<file path="config.mk">
export PLATFORM = sky130hd
export DESIGN_NAME = skullfet_selftest
export DESIGN_NICKNAME = d
export VERILOG_FILES = /design/src/rtl/skullfet_selftest_pkg.sv /design/src/rtl/skullfet_sync2.sv /design/src/rtl/skullfet_selftest.sv
export SDC_FILE = /design/constraint.sdc
export NUM_CORES = 1
export LEC_CHECK = 0
export CORE_ASPECT_RATIO = 0.6
export CORE_MARGIN = 8
export CORE_UTILIZATION = 55
export DETAILED_ROUTE_END_ITERATION = 10
export DONT_BUFFER_PORTS = 1
export GPL_TIMING_DRIVEN = 0
export MAX_ROUTING_LAYER = met4
export PLACE_DENSITY_LB_ADDON = 0.2
export SETUP_SLACK_MARGIN = 0.4
export SYNTH_ARGS = -nofsm -noshare
export SYNTH_HDL_FRONTEND = slang
export SYNTH_SLANG_ARGS = --single-unit
</file>
<file path="constraint.sdc">
create_clock -name clk -period 1.59 [get_ports clk]
set_input_delay 0.318 -clock clk [delete_from_list [all_inputs] [get_ports clk]]
set_output_delay 0.318 -clock clk [all_outputs]
set_load 0.05 [all_outputs]
</file>
<file path="src/rtl/skullfet_selftest_pkg.sv">
// Shared types and the stimulus/response table for the SkullFET cell self-test.
// Bit order: stim = {a, b, set, reset}, expected = {inv, nand, q, q_bar}.
package skullfet_selftest_pkg;

   typedef enum logic [2:0] {
      IDLE   = 3'd0,
      APPLY  = 3'd1,
      SETTLE = 3'd2,
      CHECK  = 3'd3,
      DONE   = 3'd4
   } state_t;

   localparam int NUM_VECTORS = 6;

   typedef struct packed {
      logic [3:0] stim;
      logic [3:0] expected;
   } vector_t;

   // Vectors 1, 3 and 5 leave set=reset=0 to prove the SR cell holds its state.
   localparam vector_t VECTORS [NUM_VECTORS] = '{
      '{4'b0010, 4'b1110},
      '{4'b0100, 4'b1110},
      '{4'b1001, 4'b0101},
      '{4'b1100, 4'b0001},
      '{4'b1110, 4'b0010},
      '{4'b0000, 4'b1110}
   };

endpackage

</file>
<file path="src/rtl/skullfet_sync2.sv">
// Two-flop synchronizer for asynchronous cell outputs; synchronous active-high reset.
module skullfet_sync2 #(
   parameter int WIDTH = 4
) (
   input  logic             clk,
   input  logic             rst,
   input  logic [WIDTH-1:0] d,
   output logic [WIDTH-1:0] q
);

   logic [WIDTH-1:0] meta;

   always_ff @(posedge clk) begin
      if (rst) begin
         meta <= '0;
         q    <= '0;
      end else begin
         meta <= d;
         q    <= meta;
      end
   end

endmodule

</file>
<file path="src/rtl/skullfet_selftest.sv">
// Sequenced stimulus/response checker for the SkullFET inverter, NAND and SR flip-flop.
// Each vector takes APPLY (1) + SETTLE (SETTLE_CYCLES) + CHECK (1) cycles.
module skullfet_selftest
   import skullfet_selftest_pkg::*;
#(
   parameter int SETTLE_CYCLES = 4
) (
   input  logic       clk,
   input  logic       rst,
   input  logic       start,
   output logic       dut_a,
   output logic       dut_b,
   output logic       dut_set,
   output logic       dut_reset,
   input  logic       inv_y,
   input  logic       nand_y,
   input  logic       ff_q,
   input  logic       ff_q_bar,
   output logic       busy,
   output logic       done,
   output logic       pass,
   output logic [5:0] fail_mask,
   output logic [2:0] vec_idx
);

   // start is a one-cycle request, accepted only in IDLE or DONE; while busy it is ignored.
   state_t     state;
   logic [3:0] settle_cnt;
   logic [3:0] resp_sync;
   vector_t    cur_vec;
   logic       mismatch;
   logic [5:0] mask_next;

   skullfet_sync2 #(.WIDTH(4)) u_sync (
      .clk (clk),
      .rst (rst),
      .d   ({inv_y, nand_y, ff_q, ff_q_bar}),
      .q   (resp_sync)
   );

   assign cur_vec  = VECTORS[vec_idx];
   assign mismatch = (resp_sync != cur_vec.expected);

   always_comb begin
      mask_next = fail_mask;
      if (mismatch) mask_next[vec_idx] = 1'b1;
   end

   always_ff @(posedge clk) begin
      if (rst) begin
         state      <= IDLE;
         settle_cnt <= '0;
         dut_a      <= 1'b0;
         dut_b      <= 1'b0;
         dut_set    <= 1'b0;
         dut_reset  <= 1'b0;
         busy       <= 1'b0;
         done       <= 1'b0;
         pass       <= 1'b0;
         fail_mask  <= '0;
         vec_idx    <= '0;
      end else begin
         case (state)
            IDLE, DONE: begin
               if (start) begin
                  state     <= APPLY;
                  vec_idx   <= '0;
                  fail_mask <= '0;
                  busy      <= 1'b1;
                  done      <= 1'b0;
                  pass      <= 1'b0;
               end
            end
            APPLY: begin
               {dut_a, dut_b, dut_set, dut_reset} <= cur_vec.stim;
               settle_cnt <= 4'(SETTLE_CYCLES - 1);
               state      <= SETTLE;
            end
            SETTLE: begin
               if (settle_cnt == 4'd0) state <= CHECK;
               else settle_cnt <= settle_cnt - 4'd1;
            end
            CHECK: begin
               fail_mask <= mask_next;
               if (vec_idx == 3'(NUM_VECTORS - 1)) begin
                  state <= DONE;
                  busy  <= 1'b0;
                  done  <= 1'b1;
                  pass  <= (mask_next == 6'd0);
               end else begin
                  vec_idx <= vec_idx + 3'd1;
                  state   <= APPLY;
               end
            end
            default: state <= IDLE;
         endcase
      end
   end

endmodule
</file>
==> results of run 1 <==
area by class of cell:
| type | count | area, um^2 |
|---|---|---|
| repair buffers | 16 | 149 |
| clock buffers | 7 | 76.3 |
| flip-flops and latches | 31 | 657 |
| plain buffers | 7 | 58.8 |
| inverters | 4 | 20.0 |
| clock inverters | 1 | 5.00 |
| multi-input cells | 107 | 896 |
| fillers | 161 | 533 |
| well taps | 32 | 40.0 |
path summary, 6_finish.rpt:
kind         cells after the start  slack (ns)              to
max reg2reg                      5        0.03    fail_mask[0]
min reg2reg                      1        0.44     u_sync.q[1]
min                              1        0.18  u_sync.meta[3]
max                              5        0.03    fail_mask[0]
where the power goes:
group          total [mW]  internal [mW]  switching [mW]  leakage (nW)
clock network       0.587          0.307           0.280        0.0422
logic                1.08          0.574           0.509         0.396
registers            1.12          0.903           0.222         0.263
layout by cell type (no fill, tap or decap), types with 3 or more instances in the layout:
master    count
dfxtp_4       5
o31ai_2       3
dfxtp_2      14
nand3b_1      3
dfxtp_1      12
ha_1          4
a311oi_1      3
clkbuf_8      5
buf_4         9
nand3_1       4
nand2_1      13
o21ai_1       3
xnor2_1       3
buf_6         9
nor2b_1      12
a21oi_1       5
nand3_2       3
nor3_1        6
ha_4          3
nor2_1        7
clkbuf_1      3
nand2b_1      3
nor3b_4       3
flip-flops by register name, indices dropped and copies added, names as in the netlist, 3 cells and up:
signal       cells
settle_cnt       4
vec_idx          3
u_sync.q         4
state            3
fail_mask        6
u_sync.meta      4
cell families (layout without fill, tap and decap cells):
family | after synthesis | after routing
AO/OA/AOI/OAI | 23 | 23
AND/OR/NAND/NOR | 70 | 70
adder cells (fa/ha/maj) | 7 | 7
buffers and inverters | 11 | 35
flip-flops | 31 | 31
XOR/XNOR | 6 | 6
multiplexers | 1 | 1
worst max-delay path, stage by stage (launching register included):
cell	delay (ns)
dfxtp_4	0.43
ha_4	0.19
nor2b_4	0.12
or3_4	0.34
and4_4	0.20
o41ai_2	0.17
layer usage:
| metal | up-vias | GRT usage, % |
|---|---|---|
| met4 | 0 | 4.79 |
| met5 | - | - |
| met2 | 46 | 27.1 |
| met3 | 4 | 6.56 |
| li1 | 567 | - |
| met1 | 582 | 20.1 |
repair_timing:
action	CTS	global route
pin swaps	8	9
endpoints found under the setup margin	35	27
resized for setup	33	35
setup buffers	12	4
hold buffers	0	0
==> impl_metrics.env, run 1 <==
export IMPL_htree_levels=2
export IMPL_initial_utilization_pct=56.0
export IMPL_wl_met1_um=1540
export IMPL_yosysSeqAreaShare_pct=45.5
export IMPL_synthCells=149
export IMPL_synthesis_area_mm2=0.00136
export IMPL_grt_pass1_vias=1157
export IMPL_antenna_found_initial=0
export IMPL_route_detailed_drc=0
export IMPL_rsz0062_at_grt="yes"
export IMPL_cts_sinks=31
export IMPL_cts_buffers=5
export IMPL_synthXorXnorAreaFrac_pct=3.85
export IMPL_muxShareOfSynthArea_pct=0.734
export IMPL_synthSimpleGateAreaFrac_pct=28.3
export IMPL_wl_per_cell_um=18.1
export IMPL_maxCapViolCount=0
export IMPL_fin_skew_ns=0.00914
export IMPL_insertedDiodeCount=0
export IMPL_synth_nets=163
export IMPL_rows=14
export IMPL_finalSetupViolations=0
export IMPL_place_ws_ns=-0.0359
export IMPL_ys_seq_elements=31
export IMPL_fin_setup_tns_ns=0
export IMPL_yosys_most_used_dff="dfxtp_1"
export IMPL_hold_ws_ns=0.177
export IMPL_synth_async_reset_ratio_pct=0
export IMPL_synth_most_common_cell="dfxtp_1"
export IMPL_synthAdderAreaFrac_pct=6.42
export IMPL_synth_top_area_share_pct=45.5
export IMPL_min_path_type="in2reg"
export IMPL_placedCellCount=181
export IMPL_synthTopCellsByCount="31 x dfxtp_1, 14 x nand2_1, 13 x nor2b_1, 8 x nor2_1, 8 x nor3_1"
export IMPL_dr_pass1_iters=4
export IMPL_power_density_mw_per_mm2=1470
export IMPL_layout_setup_ws_ns=0.0319
export IMPL_clk_pin_slew_ns=0.07
export IMPL_final_cells=205
export IMPL_wirelength_um=3700
export IMPL_grt_total_usage_pct=17.1
export IMPL_drv_slew=0
export IMPL_synth_cell_types=32
export IMPL_synth_area_leader_cell="dfxtp_1"
export IMPL_viasPerCell=5.85
export IMPL_die_x_um=80.3
export IMPL_fin_util_pct=78.1
export IMPL_timing_worst_setup_path_type="reg2reg"
export IMPL_finalCriticalPeriod_ns=1.56
export IMPL_synth_compound_area_share_pct=11.8
export IMPL_peakVddDrop_mv=1.04
export IMPL_dr_wl_met3_um=319
export IMPL_finalCritPeriodShare_pct=98.0
export IMPL_dieArea_mm2=0.00438
export IMPL_worst_pin_slew_ns=0.567
export IMPL_cts_tree="built"
export IMPL_min_from="inv_y"
export IMPL_crit_arrival_ns=1.75
export IMPL_critPathLaunchType="flip-flop"
export IMPL_clk_latency_ns=0.27
export IMPL_hpwl_um=2230
export IMPL_synth_area_per_cell_um2=9.15
export IMPL_hold_violations=0
export IMPL_vias=1199
export IMPL_drtIter0Drc=68
export IMPL_port_buffers=0
export IMPL_end_kind="flip-flop"
export IMPL_rr_startpoint="vec_idx[0]"
export IMPL_fmax_mhz=642
export IMPL_ant_nets=0
export IMPL_p_leak_nw=0.702
export IMPL_cts_root_buf="clkbuf_8"
export IMPL_place_gp_congestion=0.791
export IMPL_grt_pass1_wl_um=5460
export IMPL_synthTopCellsByArea="dfxtp_1 46%, ha_1 6.4%, nor2b_1 6.0%, nand2_1 3.9%, nor3_1 2.9%"
export IMPL_startpoint="vec_idx[0]"
export IMPL_die_h_um=54.6
export IMPL_power_mw=2.79
export IMPL_required_ns=1.78
export IMPL_route_met2_wl_um=1800
export IMPL_synth_top_family_by_area="simple AND/OR/NAND/NOR gates"
export IMPL_topRoutingLayerUsed="met4"
export IMPL_fin_nets=186
export IMPL_syn2layout_area_growth_pct=39.4
export IMPL_slew_headroom_pct=62.2
export IMPL_cts_buffer_depth=2
export IMPL_synth_warnings=0
export IMPL_ios=23
export IMPL_drive_gt1_share_pct=46.2
export IMPL_outcome="finished, final reports clean"
export IMPL_core_area_mm2=0.00243
export IMPL_synth_edf_count=0
export IMPL_overflow=0
export IMPL_path_max_fanout=8
export IMPL_placement_cell_area_mm2=0.00148
export IMPL_grt_max_degree=11
export IMPL_fin_area_mm2=0.00190
(Power assumes the default switching activity.)
==> inputs of run 2 (changes only) <==
- SLEW_MARGIN: default -> 20
- TNS_END_PERCENT: default -> 50
==> impl_metrics.env, run 2 (synthesized netlist as in run 1, its figures left out) <==
export IMPL_outcome="finished, final reports clean"
export IMPL_finalSetupViolations=0
export IMPL_drtIter0Drc=89
export IMPL_clk_latency_ns=0.28
export IMPL_initial_utilization_pct=56.0
export IMPL_route_detailed_drc=0
export IMPL_finalCriticalPeriod_ns=1.54
export IMPL_topRoutingLayerUsed="met4"
export IMPL_dieArea_mm2=0.00438
export IMPL_hpwl_um=2140
export IMPL_antenna_found_initial=0
export IMPL_critPathLaunchType="flip-flop"
export IMPL_vias=1124
export IMPL_slowest_stage="dfxtp_4"
export IMPL_overflow=0
export IMPL_required_ns=1.78
export IMPL_path_buf_inv=0
export IMPL_seq_power_share_pct=40.8
export IMPL_route_met2_wl_um=1530
export IMPL_place_gp_congestion=0.788
export IMPL_htree_levels=2
export IMPL_path_max_fanout=8
export IMPL_fin_util_pct=72.7
export IMPL_cp_top_family="simple AND/OR/NAND/NOR gates"
export IMPL_cts_buffers=5
export IMPL_grt_total_usage_pct=17.0
export IMPL_power_mw=2.72
export IMPL_place_ws_ns=-0.0444
export IMPL_fin_skew_ns=0.00428
export IMPL_ios=23
export IMPL_wl_per_cell_um=17.3
export IMPL_p_leak_nw=0.653
export IMPL_end_kind="flip-flop"
export IMPL_dr_pass1_iters=4
export IMPL_cp_slowest_stage_delay_ns=0.43
export IMPL_drv_slew=0
export IMPL_cts_tree="built"
export IMPL_power_density_mw_per_mm2=1530
export IMPL_fmax_mhz=649
export IMPL_port_buffers=0
export IMPL_wl_met1_um=1570
export IMPL_syn2layout_area_growth_pct=29.8
export IMPL_min_path_type="in2reg"
export IMPL_final_cells=201
export IMPL_dr_wl_met3_um=336
export IMPL_num_fill_cells=185
export IMPL_cts_buffer_depth=2
export IMPL_clk_pin_slew_ns=0.07
export IMPL_grt_pass1_wl_um=5360
export IMPL_largest_reg_flops=6
export IMPL_min_from="nand_y"
export IMPL_rows=14
export IMPL_maxCapViolCount=0
export IMPL_slew_headroom_pct=62.4
export IMPL_rrSetupSlack_ns=0.05
export IMPL_die_x_um=80.3
export IMPL_core_area_mm2=0.00243
export IMPL_startpoint="vec_idx[0]"
export IMPL_rsz0062_at_grt="yes"
export IMPL_peakVddDrop_mv=1.11
export IMPL_die_h_um=54.6
export IMPL_worst_pin_slew_ns=0.564
export IMPL_crit_chain="ha_4 -> nor2b_4 -> or3_4 -> and4_4 -> o31ai_1"
export IMPL_finalCritPeriodShare_pct=96.9
export IMPL_power_switching_uw=991
export IMPL_p_sw_share_pct=36.5
export IMPL_cts_sinks=31
export IMPL_drive_gt1_share_pct=39.1
export IMPL_placedCellCount=181
export IMPL_crit_arrival_ns=1.73
export IMPL_seqCellArea_um2=649
export IMPL_grt_max_degree=11
export IMPL_layout_common_cells="14 x dfxtp_1, 14 x dfxtp_2, 13 x nand2_1"
export IMPL_layout_setup_ws_ns=0.0499
export IMPL_timing_worst_setup_path_type="reg2reg"
export IMPL_wirelength_um=3470
export IMPL_rr_startpoint="vec_idx[0]"
export IMPL_internal_power_mw=1.73
export IMPL_insertedDiodeCount=0
export IMPL_grt_pass1_vias=1100
export IMPL_largest_register="fail_mask"
export IMPL_cts_root_buf="clkbuf_8"
export IMPL_power_frac_comb_pct=37.4
export IMPL_ant_nets=0
export IMPL_fin_setup_tns_ns=0
export IMPL_multi_input_area_um2=838
export IMPL_viasPerCell=5.59
export IMPL_hold_violations=0
export IMPL_power_clock_fraction_pct=21.7
export IMPL_fin_nets=182
==> run 2: cell count changes in the layout (fill, tap and decap cells not counted), sizes merged <==
cell	change
buf	-5
clkbuf	+1
==> run 2: per-stage QoR <==
step	hold WS, ns	area, um^2
2_1_floorplan	0.414	1410
3_3_place_gp	0.422	1450
3_5_place_dp	0.432	1450
4_1_cts	0.168	1680
5_1_grt	0.160	1770
6_report	0.167	1770
==> run 2: per-layer routing <==
metal / up-vias / global-route usage (%)
met5: - / -
met4: 0 / 6.59
met3: 4 / 6.07
met2: 38 / 23.9
met1: 526 / 21.9
li1: 556 / -
==> run 2: worst paths after layout <==
kind	cells after the start	to
max	5	fail_mask[4]
min	1	u_sync.meta[2]
max reg2reg	5	fail_mask[4]
min reg2reg	1	u_sync.q[2]
==> run 2: layout make-up <==
type	instances	share of cell area, %
buffer	7	2.97
clock buffer	7	4.31
clock inverter	1	0.283
inverter	4	0.848
multi-input combinational	107	47.3
sequential	31	36.7
tap	32	2.26
timing repair buffer	12	5.30
==> run 2: worst reg2reg max path, cell delays in order (launching register included) <==
cell     delay (ns)
dfxtp_4        0.43
ha_4           0.19
nor2b_4        0.12
or3_4          0.34
and4_4         0.20
o31ai_1        0.18
==> run 2: power groups by stage <==
| stage | clock (mW) | sequential (mW) | combinational [mW] |
|---|---|---|---|
| floorplan | 0 | 1.09 | 0.472 |
| global placement | 0 | 1.11 | 0.538 |
| detailed placement | 0 | 1.11 | 0.570 |
| CTS | 0.592 | 1.10 | 0.816 |
| global route | 0.634 | 1.12 | 1.09 |
| finish | 0.591 | 1.11 | 1.02 |
==> run 2: what timing repair did <==
item                       CTS  global route
setup endpoints to repair   35            35
hold buffers                 0             0
cloned                       1             0
setup buffers               10             1
pin swaps                    7             4
resized for setup           24            26
==> inputs of run 3 (changes only) <==
- CORE_MARGIN: 8 -> default
==> impl_metrics.env, run 3 (synthesized netlist as in run 1, its figures left out) <==
export IMPL_initial_utilization_pct=60.8
export IMPL_min_path_type="in2reg"
export IMPL_cts_tree="built"
export IMPL_die_x_um=66.3
export IMPL_final_cells=199
export IMPL_dr_pass1_iters=4
export IMPL_syn2layout_area_growth_pct=32.0
export IMPL_core_area_mm2=0.00224
export IMPL_cts_buffers=5
export IMPL_multi_input_area_um2=863
export IMPL_viasPerCell=5.87
export IMPL_grt_pass1_vias=971
export IMPL_critPathLaunchType="flip-flop"
export IMPL_port_buffers=0
export IMPL_clk_pin_slew_ns=0.06
export IMPL_end_kind="flip-flop"
export IMPL_placedCellCount=179
export IMPL_dieArea_mm2=0.00269
export IMPL_layout_common_cells="16 x dfxtp_2, 12 x nand2_1, 12 x nor2b_1, 12 x dfxtp_1"
export IMPL_clk_latency_ns=0.28
export IMPL_fin_skew_ns=0.00759
export IMPL_route_met2_wl_um=1560
export IMPL_maxCapViolCount=0
export IMPL_finalCriticalPeriod_ns=1.57
export IMPL_fin_nets=182
export IMPL_cp_slowest_stage_delay_ns=0.43
export IMPL_hold_violations=0
export IMPL_drv_slew=0
export IMPL_cts_buffer_depth=2
export IMPL_required_ns=1.78
export IMPL_vias=1169
export IMPL_largest_register="fail_mask"
export IMPL_path_buf_inv=0
export IMPL_antenna_found_initial=0
export IMPL_power_mw=2.77
export IMPL_place_gp_congestion=0.783
export IMPL_finalCritPeriodShare_pct=98.5
export IMPL_seqCellArea_um2=652
export IMPL_fin_util_pct=80.2
export IMPL_layout_setup_ws_ns=0.0238
export IMPL_insertedDiodeCount=0
export IMPL_place_ws_ns=-0.0635
export IMPL_worst_pin_slew_ns=0.538
export IMPL_crit_chain="ha_4 -> nor2b_4 -> or3_4 -> and4_4 -> o41ai_4"
export IMPL_fin_area_mm2=0.00180
export IMPL_slowest_stage="dfxtp_4"
export IMPL_p_leak_nw=0.652
export IMPL_grt_max_degree=11
export IMPL_wl_met1_um=1560
export IMPL_grt_total_usage_pct=26.8
export IMPL_cts_root_buf="clkbuf_8"
export IMPL_finalSetupViolations=0
export IMPL_placement_cell_area_mm2=0.00144
export IMPL_path_max_fanout=6
export IMPL_hold_ws_ns=0.163
export IMPL_drive_gt1_share_pct=42.0
export IMPL_wirelength_um=3400
export IMPL_final_common_cell="dfxtp_2"
export IMPL_num_fill_cells=137
export IMPL_peakVddDrop_mv=1.05
export IMPL_power_density_mw_per_mm2=1540
export IMPL_slew_headroom_pct=64.1
export IMPL_rows=13
export IMPL_timing_worst_setup_path_type="reg2reg"
export IMPL_topRoutingLayerUsed="met4"
export IMPL_wl_per_cell_um=17.1
export IMPL_dr_wl_met3_um=250
export IMPL_fin_setup_tns_ns=0
export IMPL_overflow=0
export IMPL_outcome="finished, final reports clean"
export IMPL_rsz0062_at_grt="yes"
export IMPL_ant_nets=0
export IMPL_fmax_mhz=638
export IMPL_route_detailed_drc=0
export IMPL_cts_sinks=31
export IMPL_cp_top_family="simple AND/OR/NAND/NOR gates"
export IMPL_crit_arrival_ns=1.76
export IMPL_hpwl_um=2010
export IMPL_drtIter0Drc=79
export IMPL_die_h_um=40.6
export IMPL_largest_reg_flops=6
export IMPL_grt_pass1_wl_um=4710
export IMPL_htree_levels=2
export IMPL_ios=23
==> run 3: area by class of cell <==
type / instances / share of cell area [%]
Clock inverter: 1 / 0.278
Multi-Input combinational cell: 107 / 47.9
Buffer: 7 / 2.92
Clock buffer: 7 / 4.24
Inverter: 4 / 0.834
Tap cell: 30 / 2.08
Sequential cell: 31 / 36.2
Timing Repair Buffer: 12 / 5.49
==> run 3: report_power, final <==
group	internal, mW	switching, mW	leakage, nW
Sequential	0.892	0.213	0.263
Combinational	0.557	0.515	0.348
Clock	0.307	0.284	0.0422
Total	1.76	1.01	0.652
==> run 3: worst register-to-register path, cell delays in order, from the launching register on <==
cell     delay (ns)
dfxtp_4        0.43
ha_4           0.20
nor2b_4        0.12
or3_4          0.34
and4_4         0.21
o41ai_4        0.19
==> run 3: worst paths after layout <==
kind                                startpoint        endpoint  slack, ns  cells after the start
worst max register to register      vec_idx[1]    fail_mask[0]       0.02                      5
worst min-delay path                  ff_q_bar  u_sync.meta[0]       0.16                      1
worst min register to register  u_sync.meta[2]     u_sync.q[2]       0.43                      1
worst max-delay path                vec_idx[1]    fail_mask[0]       0.02                      5
==> run 3: metal layers <==
| layer | up-vias | global-route usage (%) |
|---|---|---|
| met5 | - | - |
| met4 | 0 | 11.2 |
| met1 | 567 | 34.8 |
| met2 | 39 | 38.3 |
| met3 | 5 | 9.09 |
| li1 | 558 | - |
==> run 3: repair_timing <==
action                                  in CTS  in global routing
hold buffers                                 0                  0
cloned                                       0                  0
pin swaps                                    9                  4
setup buffers                                9                  3
endpoints found under the setup margin      35                 35
resized for setup                           22                 34
==> RTL edit 1, RTL diff (flow settings as in run 1) <==
Encoding of `state_t`: now one-hot (5 bits for 5 states).
--- a/src/rtl/skullfet_selftest_pkg.sv
+++ b/src/rtl/skullfet_selftest_pkg.sv
@@ -2,12 +2,12 @@
 // Bit order: stim = {a, b, set, reset}, expected = {inv, nand, q, q_bar}.
 package skullfet_selftest_pkg;
 
-   typedef enum logic [2:0] {
-      IDLE   = 3'd0,
-      APPLY  = 3'd1,
-      SETTLE = 3'd2,
-      CHECK  = 3'd3,
-      DONE   = 3'd4
+   typedef enum logic [4:0] {
+      IDLE   = 5'b00001,
+      APPLY  = 5'b00010,
+      SETTLE = 5'b00100,
+      CHECK  = 5'b01000,
+      DONE   = 5'b10000
    } state_t;
 
    localparam int NUM_VECTORS = 6;
Behaviour: no difference found for any inputs over 10 cycles, from zero or initial values and one cycle with rst high; not proved beyond that.
==> RTL edit 1 against run 1 <==
The run now ends with setup timing left; worst setup slack worse by 0.18 ns; via count is 38% higher; design area grew 23%; sequential cell count rose by 2; synthesized area grew 18%; die area rose by 13%; synthesized cell count increased by 21%; routed wire length grew 53%; critical endpoint is now pass; highest routed layer unchanged.
Power is not compared: it rests on default switching activity, and its combinational part moved more than twofold at a synthesized area within 25%.
==> RTL edit 1: results (changes against run 1) <==
[global_route]
global_route.usage.met2_pct = 30.88  ; was 27.10%
grt_pass1_wl_mm = 7.721  ; was 5.464 mm
maximum_number_of_pins_on_one_net_before_global_route_repair = 13  ; was 11
first_global_vias = 1546  ; was 1157
track_usage_pct = 20.70  ; was 17.13%
globalRouteMet3Util_pct = 7.606  ; was 6.557%
grtUsageMet1_pct = 24.09  ; was 20.08%

[drt]
dr.max_layer_used = met4  ; unchanged
detailroute.via_count = 1660  ; was 1199
avgViaCountPerCell = 6.561  ; was 5.849
met3RoutedLength_um = 613  ; was 319 um
met2RoutedLength_mm = 2.542  ; was 1.804 mm
first_iter_violations = 159  ; was 68
routedLengthMet1_mm = 2.215  ; was 1.541 mm
drt_first_pass_iters = 5  ; was 4
routed_wirelength_mm = 5.677  ; was 3.704 mm

[outcome]
run_status = complete, but fails checks  ; was completed
failed_checks = setup timing

[logic_synthesis]
synthDistinctLibCells = 48  ; was 32
yosysSeqAreaShare_pct = 41.15  ; was 45.50%
number_of_instances_in_the_synthesized_netlist = 180  ; was 149
yosys-top-cells-area = sky130_fd_sc_hd__dfxtp_1, sky130_fd_sc_hd__ha_1, sky130_fd_sc_hd__o21ai_0  ; was sky130_fd_sc_hd__dfxtp_1, sky130_fd_sc_hd__ha_1, sky130_fd_sc_hd__nor2b_1
mappedNetlistNets = 194  ; was 163
synth_commonest_cells = sky130_fd_sc_hd__dfxtp_1, sky130_fd_sc_hd__nand2_1, sky130_fd_sc_hd__o21ai_0  ; was sky130_fd_sc_hd__dfxtp_1, sky130_fd_sc_hd__nand2_1, sky130_fd_sc_hd__nor2b_1

[cells_and_area]
layout.filler_cells = 137  ; was 161
fin_nets = 224  ; was 186
fraction_of_final_layout_cells_sized_beyond_drive_strength_1_pct = 52.61  ; was 46.24%
insertedDiodeCount = 0  ; unchanged

[clock_tree]
cts_resized = 75  ; was 33
clk-insertion-delay-late_ns = 0.29  ; was 0.27 ns
post-cts-setup-buffers = 18  ; was 12

[setup_path]
cp_top_family = flip-flops  ; was simple AND/OR/NAND/NOR gates
cp_data_arrival_time_ns = 1.93  ; was 1.75 ns
timing.critical_path.slowest_cell_delay_ns = 0.48  ; was 0.43 ns
crit_path_max_fanout = 5  ; was 8

[placement]
gpl.final_weighted_congestion = 0.8592  ; was 0.7914
post-dp-hpwl_mm = 2.807  ; was 2.232 mm

[timing]
maxSlewHeadroom_pct = 58.15  ; was 62.18%
final.setup_skew_ns = 0.01506  ; was 0.009140 ns
setup-violations-final = 12  ; was 0
postLayoutSetupSlackWorst_ns = -0.1468  ; was 0.03187 ns

[RTL edit 1: final timing paths]
path / from / endpoint / slack (ns) / depth (start not counted)
hold / removal: nand_y / u_sync.meta[2] / 0.16 / 1
setup reg to reg: vec_idx[1] / pass / -0.15 / 7
setup / recovery: vec_idx[1] / pass / -0.15 / 7
hold reg to reg: u_sync.meta[2] / u_sync.q[2] / 0.45 / 1
[RTL edit 1: layout make-up]
cell class	count	area share, %
Buffer	9	3.959
Clock buffer	8	3.852
Inverter	9	1.659
Multi-Input combinational cell	129	49.55
Sequential cell	33	29.70
Tap cell	42	2.247
Timing Repair Buffer	23	9.042
[RTL edit 1: stage by stage]
| step | utilization [%] | power [mW] | TNS [ns] | instance area [um2] | setup slack (ns) |
|---|---|---|---|---|---|
| global placement | 60.79 | 1.052 | -0.2216 | 1723 | -0.2080 |
| CTS | 77.92 | 1.777 | -0.2388 | 2208 | -0.1437 |
| floorplan | - | 1.025 | -0.1069 | 1670 | -0.1069 |
| detailed placement | 60.79 | 1.060 | -0.3285 | 1723 | -0.2149 |
| global route | 82.52 | 1.903 | -1.106 | 2338 | -0.1657 |
| finish | 82.52 | 1.838 | -0.5902 | 2338 | -0.1468 |
[RTL edit 1: where the power goes]
group | switching (mW) | internal (mW)
clock | 0.318 | 0.353
sequential | 0.0440 | 0.848
combinational | 0.154 | 0.121
[RTL edit 1: cells by family (layout without fill, tap and decap cells)]
group                    count (synthesis)  count (layout)  share of synthesized area, %
AND/OR/NAND/NOR                         77              77                         29.15
AO/OA/AOI/OAI                           41              41                         17.07
flip-flops                              33              33                         41.15
buffers and inverters                   18              49                         4.988
adder cells (fa/ha/maj)                  7               7                         5.456
XOR/XNOR                                 4               4                         2.183
==> RTL edit 2, RTL diff (settings of run 1) <==
Made on the original files. Register the output `vec_idx` once more, without a reset; this adds one clock of latency there. The other outputs are not delayed to match.
--- a/src/rtl/skullfet_selftest.sv
+++ b/src/rtl/skullfet_selftest.sv
@@ -23,6 +23,8 @@
    output logic [2:0] vec_idx
 );
 
+   logic [2:0] vec_idx_s0;
+
    // start is a one-cycle request, accepted only in IDLE or DONE; while busy it is ignored.
    state_t     state;
    logic [3:0] settle_cnt;
@@ -38,12 +40,12 @@
       .q   (resp_sync)
    );
 
-   assign cur_vec  = VECTORS[vec_idx];
+   assign cur_vec  = VECTORS[vec_idx_s0];
    assign mismatch = (resp_sync != cur_vec.expected);
 
    always_comb begin
       mask_next = fail_mask;
-      if (mismatch) mask_next[vec_idx] = 1'b1;
+      if (mismatch) mask_next[vec_idx_s0] = 1'b1;
    end
 
    always_ff @(posedge clk) begin
@@ -58,13 +60,13 @@
          done       <= 1'b0;
          pass       <= 1'b0;
          fail_mask  <= '0;
-         vec_idx    <= '0;
+         vec_idx_s0 <= '0;
       end else begin
          case (state)
             IDLE, DONE: begin
                if (start) begin
                   state     <= APPLY;
-                  vec_idx   <= '0;
+                  vec_idx_s0 <= '0;
                   fail_mask <= '0;
                   busy      <= 1'b1;
                   done      <= 1'b0;
@@ -82,13 +84,13 @@
             end
             CHECK: begin
                fail_mask <= mask_next;
-               if (vec_idx == 3'(NUM_VECTORS - 1)) begin
+               if (vec_idx_s0 == 3'(NUM_VECTORS - 1)) begin
                   state <= DONE;
                   busy  <= 1'b0;
                   done  <= 1'b1;
                   pass  <= (mask_next == 6'd0);
                end else begin
-                  vec_idx <= vec_idx + 3'd1;
+                  vec_idx_s0 <= vec_idx_s0 + 3'd1;
                   state   <= APPLY;
                end
             end
@@ -97,4 +99,8 @@
       end
    end
 
+   always_ff @(posedge clk) begin
+      vec_idx <= vec_idx_s0;
+   end
+
 endmodule
Function: changed (Yosys sat finds a counterexample within 10 cycles, from zero or initial values and one cycle with rst high).
==> RTL edit 2 against run 1 <==
Power is 8.2% lower; critical path depth stayed put; synthesized cell count is 6.7% higher; first-iteration DRC count is 140% higher; global-route usage is 3.4 points higher; design area is 19% higher; synthesized area is 8.5% higher; maximum frequency is 1.1% lower; routed wire length is 43% higher; worst setup slack worse by 0.017 ns; sequential cell count is 3 higher; largest power group unchanged; highest routed layer unchanged.
==> RTL edit 2: results (changes against run 1) <==
[logic_synthesis]
synth_commonest_cells = sky130_fd_sc_hd__dfxtp_1, sky130_fd_sc_hd__nand2_1, sky130_fd_sc_hd__nor2_1  ; was sky130_fd_sc_hd__dfxtp_1, sky130_fd_sc_hd__nand2_1, sky130_fd_sc_hd__nor2b_1
yosys-top-cells-area = sky130_fd_sc_hd__dfxtp_1, sky130_fd_sc_hd__ha_1, sky130_fd_sc_hd__nor2b_1  ; unchanged
yosysSeqAreaShare_pct = 45.98  ; was 45.50%
mappedNetlistNets = 173  ; was 163
synthDistinctLibCells = 40  ; was 32
synth_async_sr_flop_share_pct = 0  ; unchanged

[timing]
maxSlewHeadroom_pct = 60.72  ; was 62.18%
final.setup_skew_ns = 0.01390  ; was 0.009140 ns

[min_path]
holdPathStages = 1  ; unchanged
worst_hold_path_type = in -> reg  ; unchanged

[placement]
gpl.final_weighted_congestion = 0.8089  ; was 0.7914
post-dp-hpwl_mm = 2.266  ; was 2.232 mm
pre_cts_ws_ns = 0.05641  ; was -0.03587 ns
dpl-instance-area_um2 = 1605  ; was 1483 um2

[power_and_ir_drop]
power.ir.vdd_worst_v = 0.0009964  ; was 0.001043 V
static-leakage-power_nw = 0.8458  ; was 0.7016 nW

[setup_path]
crit_path_max_fanout = 4  ; was 8
cp_data_arrival_time_ns = 1.77  ; was 1.75 ns
worstRegToRegCells = 5  ; unchanged

[global_route]
grt_pass1_wl_mm = 7.458  ; was 5.464 mm
track_usage_pct = 20.57  ; was 17.13%
globalRouteOverflowTotal = 0  ; unchanged
first_global_vias = 1464  ; was 1157
maximum_number_of_pins_on_one_net_before_global_route_repair = 11  ; unchanged

[clock_tree]
htree_num_levels = 2  ; unchanged
cts_made_buffers = 5  ; unchanged
cts.path.max_buffers = 2  ; unchanged
clk-insertion-delay-late_ns = 0.29  ; was 0.27 ns
clk_transition_reported_paths_ns = 0.07  ; about the same

[cells_and_area]
layout.filler_cells = 104  ; was 161
fin_nets = 210  ; was 186
max_flop_register = fail_mask  ; unchanged
largest_register_ffs = 6  ; unchanged
fraction_of_final_layout_cells_sized_beyond_drive_strength_1_pct = 61.93  ; was 46.24%

[outcome]
run_status = completed  ; unchanged

[drt]
avgViaCountPerCell = 6.485  ; was 5.849
first_iter_violations = 165  ; was 68
routed_wirelength_mm = 5.302  ; was 3.704 mm

## RTL edit 2: cell count changes after synthesis, sizes merged, moves of 3 or more
cell,delta
nor2,+6
a21oi,+3
dfxtp,+3
nand2b,-3
nand3b,-3
o31ai,-3
## RTL edit 2: critical path, cell delays in order, from the launching register on
cell and delay (ns):
sky130_fd_sc_hd__dfxtp_4 0.37, sky130_fd_sc_hd__ha_4 0.17, sky130_fd_sc_hd__nor2b_4 0.13, sky130_fd_sc_hd__or3_4 0.33
sky130_fd_sc_hd__and4_4 0.22, sky130_fd_sc_hd__o31ai_2 0.25
## RTL edit 2: what timing repair did
item / 4_1_cts / 5_1_grt
setup endpoints to repair: 38 / 30
pin swaps: 20 / 16
resized for setup: 73 / 23
buffers inserted: 22 / 8
## RTL edit 2: path summary, 6_finish.rpt
path / from / endpoint / slack, ns
worst max-delay path: vec_idx_s0[0] / fail_mask[5] / 0.01
worst min-delay path: ff_q_bar / u_sync.meta[0] / 0.16
worst min register to register: u_sync.meta[3] / u_sync.q[3] / 0.43
worst max register to register: vec_idx_s0[0] / fail_mask[5] / 0.01
## RTL edit 2: through the flow
step           instances  util, %
2_1_floorplan        159        -
3_3_place_gp         191    63.64
3_5_place_dp         191    63.64
4_1_cts              221    83.04
5_1_grt              229    89.38
6_report             229    89.38
## RTL edit 2: power breakdown
part           switching, mW  internal [mW]  leakage (nW)
logic                  0.418          0.456         0.518
clock network          0.302          0.311        0.0395
registers              0.148          0.930         0.289
total                  0.869           1.70         0.846
## RTL edit 2: layout make-up
type,count,area (um2),area share [%]
flip-flops and latches,34,716.9,31.80
multi-input cells,111,1037,46.00
inverters,6,27.53,1.221
well taps,32,40.04,1.776
plain buffers,8,65.06,2.886
clock buffers,8,80.08,3.552
repair buffers,30,287.8,12.76
## RTL edit 2: metal layers
layer	part of all wire [%]	vias up	global-route usage, %
li1	-	624	-
met5	0	-	-
met2	45	114	31.35
met3	9.8	34	9.357
met1	39	713	20.80
met4	5.9	0	14.68
## RTL edit 2: logic make-up after synthesis
kind of cell	share of synthesized area, %
adders and majority gates	5.917
buffers and inverters	4.142
muxes	1.353
AOI/OAI and AO/OA	13.69
and+or+nand+nor	25.36
DFF	45.98
xor gates and xnor gates	3.551
